<file path="config.mk">
export PLATFORM = sky130hd
export DESIGN_NAME = instruction_fetch_unit
export DESIGN_NICKNAME = d
export VERILOG_FILES = /design/src/rtl/instruction_fetch_unit.sv
export SDC_FILE = /design/constraint.sdc
export NUM_CORES = 1
export LEC_CHECK = 0
export CORE_ASPECT_RATIO = 1.4
export CORE_MARGIN = 2
export CORE_UTILIZATION = 35
export DETAILED_ROUTE_END_ITERATION = 6
export PLACE_DENSITY = 0.65
export SLEW_MARGIN = 10
export SYNTH_ARGS = -nofsm -noshare
export SYNTH_HDL_FRONTEND = slang
export SYNTH_SLANG_ARGS = --single-unit
</file>
<file path="constraint.sdc">
create_clock -name clock -period 3.87 [get_ports clock]
set_input_delay 0.387 -clock clock [delete_from_list [all_inputs] [get_ports clock]]
set_output_delay 0.387 -clock clock [all_outputs]
set_load 0.02 [all_outputs]
</file>
<file path="src/rtl/instruction_fetch_unit.sv">
// Instruction fetch: issues sequential imem requests, tracks stale in-flight
// responses across redirects and buffers {pc, data} for decode.
module instruction_fetch_unit #(
   parameter int unsigned     XLEN     = 32,
   parameter logic [XLEN-1:0] RESET_PC = '0,
   parameter int unsigned     DEPTH    = 4
) (
   input  logic            clock,
   input  logic            reset,
   input  logic            redirect_valid,
   input  logic [XLEN-1:0] redirect_target,
   output logic            imem_req_valid,
   output logic [XLEN-1:0] imem_req_addr,
   input  logic            imem_req_ready,
   input  logic            imem_resp_valid,
   input  logic [XLEN-1:0] imem_resp_data,
   output logic            inst_valid,
   input  logic            inst_ready,
   output logic [XLEN-1:0] inst_data,
   output logic [XLEN-1:0] inst_pc
);

   localparam int unsigned PW = $clog2(DEPTH);
   localparam int unsigned CW = PW + 1;

   localparam logic [XLEN-1:0] STEP    = XLEN'(4);
   localparam logic [PW-1:0]   ONE_P   = PW'(1);
   localparam logic [CW-1:0]   ONE_C   = CW'(1);
   localparam logic [CW-1:0]   DEPTH_C = CW'(DEPTH);

   logic [XLEN-1:0] fetch_pc;
   logic [XLEN-1:0] resp_pc;
   logic [CW-1:0]   outstanding;
   logic [CW-1:0]   drop_count;
   logic [CW-1:0]   fifo_count;
   logic [PW-1:0]   head;
   logic [PW-1:0]   tail;

   logic [XLEN-1:0] pc_mem   [DEPTH];
   logic [XLEN-1:0] data_mem [DEPTH];

   logic [CW-1:0]   live;
   logic [CW:0]     occupancy;
   logic            req_fire;
   logic            push;
   logic            pop;
   logic            drop;
   logic [XLEN-1:0] target_aligned;

   always_comb begin
      live      = outstanding - drop_count;
      occupancy = {1'b0, fifo_count} + {1'b0, live};
      // buffer space is reserved for every live request before it is issued
      imem_req_valid = !reset && !redirect_valid
                       && (occupancy < {1'b0, DEPTH_C})
                       && (outstanding < DEPTH_C);
      imem_req_addr  = fetch_pc;
      req_fire       = imem_req_valid && imem_req_ready;
      inst_valid     = (fifo_count != '0);
      inst_data      = data_mem[head];
      inst_pc        = pc_mem[head];
      push           = imem_resp_valid && !redirect_valid
                       && (drop_count == '0);
      drop           = imem_resp_valid && !redirect_valid
                       && (drop_count != '0);
      pop            = inst_valid && inst_ready && !redirect_valid;
      target_aligned = {redirect_target[XLEN-1:2], 2'b00};
   end

   always_ff @(posedge clock or posedge reset) begin
      if (reset) begin
         fetch_pc    <= RESET_PC;
         resp_pc     <= RESET_PC;
         outstanding <= '0;
         drop_count  <= '0;
         fifo_count  <= '0;
         head        <= '0;
         tail        <= '0;
      end else if (redirect_valid) begin
         fetch_pc    <= target_aligned;
         resp_pc     <= target_aligned;
         head        <= '0;
         tail        <= '0;
         fifo_count  <= '0;
         // every request still in flight after this cycle is stale
         outstanding <= outstanding - CW'(imem_resp_valid);
         drop_count  <= outstanding - CW'(imem_resp_valid);
      end else begin
         if (req_fire)
            fetch_pc <= fetch_pc + STEP;
         if (push) begin
            tail    <= tail + ONE_P;
            resp_pc <= resp_pc + STEP;
         end
         if (pop)
            head <= head + ONE_P;
         if (drop)
            drop_count <= drop_count - ONE_C;
         case ({req_fire, imem_resp_valid})
            2'b10:   outstanding <= outstanding + ONE_C;
            2'b01:   outstanding <= outstanding - ONE_C;
            default: outstanding <= outstanding;
         endcase
         case ({push, pop})
            2'b10:   fifo_count <= fifo_count + ONE_C;
            2'b01:   fifo_count <= fifo_count - ONE_C;
            default: fifo_count <= fifo_count;
         endcase
      end
   end

   always_ff @(posedge clock) begin
      if (push) begin
         pc_mem[tail]   <= resp_pc;
         data_mem[tail] <= imem_resp_data;
      end
   end

endmodule

</file>
* Yosys cells after proc, flatten, opt, wreduce, memory -nomap -nowiden
Memory sizes are Yosys's and may differ from the RTL's.
Index checks and enable logic that the tools add are counted.
** Cells by class
- Muxes and demuxes :: 16
- Reductions and logical operators :: 20
- $add $sub $neg :: 12
- Equal/unequal tests :: 4
- Magnitude comparators :: 2
** Operator list (count)
- 32-bit 2-to-1 mux :: 4
- 32-bit by 3-bit adder with 32-bit output (second input constant) :: 2
- 3-bit 2-to-1 mux :: 4
- 3-bit one-hot mux with 2 select lines :: 2
- 3-bit nonzero test :: 4
- 1-bit logical AND :: 9
- 3-bit by 1-bit subtractor with 3-bit output (second input constant) :: 3
- 2-bit 2-to-1 mux :: 4
- 2-bit nonzero test :: 4
- 3-bit by 1-bit adder with 3-bit output (second input constant) :: 2
- 2-bit by 1-bit adder with 2-bit output (second input constant) :: 2
- 3-bit by 3-bit adder with 4-bit output :: 1
- 2-bit by 1-bit equality test with 1-bit output (second input constant) :: 2
- 2-bit equality test (second input constant) :: 2
- 4-bit by 3-bit less-than comparator with 1-bit output (second input constant) :: 1
- 3-bit zero test :: 1
- 3-bit less-than comparator (second input constant) :: 1
- 3-bit by 1-bit subtractor with 3-bit output :: 1
- 3-bit subtractor :: 1
- 1-bit zero test :: 2
- 1-bit 2-to-1 mux :: 2
** Storage, ports and cells
- Memory bits (writable) :: 256
- Input port bits :: 70
- Bits in registers :: 77
- Memories :: 2
** Memory list
- data_mem :: words 4, bits a word 32, rd ports 1, clocked after Yosys merged registers in 0, write ports 1, line 40 : logic [XLEN-1:0] data_mem [DEPTH];
- pc_mem :: words 4, bits a word 32, rd ports 1, clocked after Yosys merged registers in 0, write ports 1, line 39 : logic [XLEN-1:0] pc_mem [DEPTH];

* Longest topological paths before layout
- Depth in word-level cells :: 9
- Gate-level depth with buffers :: 16
- Gate-level depth less buffers :: 14

* Least setup slack after synthesis
No wires, ideal clock.
- Kind :: reg-to-reg
- Start :: reg outstanding[0]
- End :: reg outstanding[1]
- Path slack :: 561 ps
- Arrival :: 3233 ps
- Data required time :: 3794 ps
- Stages on the path, launching flop included :: 16
- Setup time :: 76 ps
- Cells stage by stage :: dfrtp_1 inv_1 ha_1 inv_1 fa_1 xor2_1 xnor2_1 ha_1 nor4_4 nand4b_4 buf_2 buf_2 nand2_1 fa_1 mux2_1 o21ai_1
** On the way
- Cells in the longest elaborated chain, start to end :: 9
- Elaborated cells between the ends (all ways) :: 15
** Ends and longest elaborated chain
- from (decl) :: line 33 : logic [CW-1:0] outstanding;
- from (signal assigned) :: line 86 : outstanding <= outstanding - CW'(imem_resp_valid);
- from (signal assigned) :: line 100 : 2'b10: outstanding <= outstanding + ONE_C;
- from (signal assigned) :: line 101 : 2'b01: outstanding <= outstanding - ONE_C;
- 3-bit subtractor :: line 51 : live = outstanding - drop_count;
- 3-bit by 3-bit adder with 4-bit output :: line 52 : occupancy = {1'b0, fifo_count} + {1'b0, live};
- 4-bit by 3-bit less-than comparator with 1-bit output :: line 55 : && (occupancy < {1'b0, DEPTH_C})
- 1-bit logical AND :: line 55
- 1-bit logical AND :: line 56 : && (outstanding < DEPTH_C);
- 1-bit logical AND :: line 58 : req_fire = imem_req_valid && imem_req_ready;
- 2-bit by 1-bit equality test with 1-bit output or 2-bit equality test (tied branches) :: line 99 : case ({req_fire, imem_resp_valid})
- 3-bit one-hot mux with 2 select lines :: line 99
- 3-bit 2-to-1 mux :: line 79 : end else if (redirect_valid) begin
Several ways; a longest one is shown, not always the timed one.
A chain may end at the register's enable or synchronous reset.

* Worst setup path after layout
- Start :: reg outstanding[0]
- End :: out imem_req_valid
** On the way
- Cells in the longest elaborated chain, start to end :: 5
- Elaborated cells between the ends (all ways) :: 6
** Ends and longest elaborated chain
- 3-bit subtractor :: line 51
- 3-bit by 3-bit adder with 4-bit output :: line 52
- 4-bit by 3-bit less-than comparator with 1-bit output :: line 55
- 1-bit logical AND :: line 55
- 1-bit logical AND * :: line 56
- to (decl) :: line 12 : output logic imem_req_valid,
Every way passes the cells marked *; elsewhere a longest branch is shown, timed or not.

==> parameters.txt <==
Parameter                              Value

Run status
  Result of the run    finished clean

Worst hold path
  Path type of the worst min-delay path    input pin to asynchronous set/reset pin

Yosys
  Leading cell type by number of instances after synthesis    sky130_fd_sc_hd__edfxtp_1
  Cell area after technology mapping    0.0134 mm^2
  Ys flop type    sky130_fd_sc_hd__edfxtp_1
  Area contributors post-synth    sky130_fd_sc_hd__edfxtp_1 56%, sky130_fd_sc_hd__dfrtp_1 14%, sky130_fd_sc_hd__mux4_2 10%
  Fraction of registers with async set/reset    0.227
  Post-synthesis register bit count    321
  Post-Synthesis Mean Instance Area    16.5 um^2
  Number of enable-type register cells in the synthesized netlist    248
  Seq/Total Area, Yosys    0.692
  Synth top area share    0.556
  Number of distinct standard cells referenced by the synthesized netlist    63
  Count of yosys warnings during synthesis    0
  Mapped Cells    813
  Most area-hungry cell type in the Yosys netlist    sky130_fd_sc_hd__edfxtp_1
  Top cell types by occurrence after synthesis    248 x sky130_fd_sc_hd__edfxtp_1, 73 x sky130_fd_sc_hd__dfrtp_1, 66 x sky130_fd_sc_hd__nand2_1

Place
  Detailed-placement wirelength estimate    19.0 mm
  Input/output buffers    161
  Routability Congestion    0.822

Cells and area
  Layout Area Growth over Synthesis    24.6%
  Post-layout nets    1074
  Layout Utilization    0.444
  Fraction of layout instances using a drive strength above 1    0.163
  N_diodes    0

Worst setup path
  Class of the most critical setup path    register to output pin
  Category of the worst setup path launch point    register
  CP max FO    3
  Critical Path Sink    imem_req_valid
  Path depth of the worst reg2reg path    13
  Capturing point of the worst reg2reg path    imem_req_addr[28]
  Req. time, crit path    3.48 ns
  Critical path capture point type    output pin
  Start point of the critical path    outstanding[0]
  R2R setup slack    0.55 ns
  Critical R2R Launch    outstanding[0]
  Critical path arrival    2.93 ns

Global routing
  Congestion Overflow GR    0
  First-pass GRT wire length    45.9 mm
  Largest net degree at the start of global routing    63
  Number of global-route vias before repair    7958
  Number of antenna violations at the first check in global routing    0
  All-layer global routing usage    0.148

STA
  TNS Setup    0 ns
  Worst clock skew    0.0157 ns
  Pins over their slew limit    0
  Setup violators final    0
  Hold violation count in the final report    0
  Slew at the pin closest to its max-slew limit    0.842 ns
  Unrepaired setup endpoints after global routing    no
  Worst hold slack across all endpoints    0.175 ns
  Remaining max-slew budget at the tightest pin    0.434
  Fmax    302 MHz
  Crit share post-route    0.857
  Shortest clock period the worst path allows after layout    3.32 ns

Floorplanning
  Die area    0.0399 mm^2
  X dimension of the die    169 um
  Floorplan core area    0.0376 mm^2
  Placement row count    84
  Height of the die    236 um
  Ports placed on the boundary    168
  Starting Density    0.356

Drt
  Number of iterations in the first detailed-routing pass    5
  Detailed-route via count    7780
  DRC violation count after routing    0
  Vias per cell    5.24
  Avg WL per Cell    19.9 um
  Detailed Route WL    29.5 mm
  Antenna-violating nets left    0
  Number of DRC violations after detailed-routing iteration 0    476

CTS
  Count of buffers added by post-CTS timing repair for setup    0
  CTS H-tree lvls    1
  TritonCTS clock tree    done
  # clock sinks    321
  CTS max path bufs    3
  Clock tree root driver cell    sky130_fd_sc_hd__clkbuf_16
  Hold-fix buffers, CTS    0
  Clock transition at path regs    0.07 ns
  Clock insertion delay at the later pin of the skew report    0.57 ns
  Cts bufs inserted    30

Power and ir drop
  Maximum resistive drop on vdd    0.308 mV
  Lkg Pwr    5.62 nW
  Post-route total power    0.00997 W
  Power per Cell Area    597 mW/mm^2

Flow run
  Number of maximum-capacitance constraint violations    0
==> layer usage <==
layer | share of wire | global-route usage
met1 | 0.42 | 0.191
met2 | 0.50 | 0.257
met3 | 0.043 | 0.0165
met4 | 0.029 | 0.0534
met5 | 0 | 0
==> through the flow <==
step,cells,setup WS [ns],area [um^2]
2_1_floorplan,816,0.561,13400
3_3_place_gp,1429,0.596,15600
3_5_place_dp,1429,0.562,15600
4_1_cts,1485,0.108,16700
5_1_grt,1485,0.384,16700
6_report,1485,0.553,16700
==> layout make-up <==
type,instances,area (um^2)
tap,473,592
multi-input combinational,438,3890
timing repair buffer,180,1810
inverter,17,63.8
clock buffer,37,848
clock inverter,19,210
fill,3337,20900
sequential,321,9280
==> state kept, by name (all words and copies together), names as in the netlist <==
name and flops:
outstanding 3, imem_req_addr 30, drop_count 3, resp_pc 30, head 2, pc_mem 120, data_mem 128, tail 2
fifo_count 3
==> worst min path at each step <==
stage                       from           endpoint  slack, ns  cells after the start
3_3_place_gp         resp_pc[31]      pc_mem[2][31]       0.51                      0
2_1_floorplan  imem_resp_data[0]     data_mem[0][0]       0.49                      0
5_1_grt                    reset      drop_count[0]       0.18                      2
3_5_place_dp   imem_req_addr[28]  imem_req_addr[28]       0.53                      1
6_report                   reset  imem_req_addr[25]       0.18                      2
4_1_cts                    reset      drop_count[1]       0.16                      2
==> cell families after synthesis <==
group / count (synthesis) / share of synthesized area
other cells: 1 / 0.000280
flops: 321 / 0.692
mux: 69 / 0.110
xor+xnor: 36 / 0.0235
compound gates: 104 / 0.0502
buf+inv: 57 / 0.0192
fa+ha+maj: 16 / 0.0166
simple gates: 209 / 0.0882
==> worst max-delay path, cell delays in order (launching register included) <==
cell and delay, ns:
sky130_fd_sc_hd__dfrtp_1 0.39, sky130_fd_sc_hd__inv_1 0.14, sky130_fd_sc_hd__ha_1 0.16, sky130_fd_sc_hd__inv_1 0.05, sky130_fd_sc_hd__fa_1 0.36, sky130_fd_sc_hd__xor2_1 0.16
sky130_fd_sc_hd__xnor2_1 0.14, sky130_fd_sc_hd__ha_1 0.31, sky130_fd_sc_hd__nor4_4 0.24, sky130_fd_sc_hd__nand2_1 0.09, sky130_fd_sc_hd__nor2_1 0.10, sky130_fd_sc_hd__dlymetal6s2s_1 0.23
==> power breakdown <==
| group | internal [W] | switching [W] | leakage (nW) |
|---|---|---|---|
| registers | 0.00396 | 0.000258 | 3.13 |
| clock network | 0.00182 | 0.00128 | 0.523 |
| logic | 0.00131 | 0.00133 | 1.97 |
==> layout by cell type, fill, tap and decap left out, types with 19 or more instances in the layout <==
cell                              count
sky130_fd_sc_hd__edfxtp_1           248
sky130_fd_sc_hd__clkdlybuf4s50_1    159
sky130_fd_sc_hd__dfrtp_1             71
sky130_fd_sc_hd__nand2_1             66
sky130_fd_sc_hd__mux4_2              62
sky130_fd_sc_hd__nand3_1             37
sky130_fd_sc_hd__clkbuf_16           31
sky130_fd_sc_hd__o21ai_1             25
sky130_fd_sc_hd__nand4_1             23
sky130_fd_sc_hd__nor2_1              21
sky130_fd_sc_hd__xor2_1              19
==> what timing repair did <==
item,CTS,global route
gates resized for setup,0,1
endpoints found under the hold margin,0,0
endpoints found under the setup margin,0,1
No activity file was read; power rests on OpenSTA's default activity.
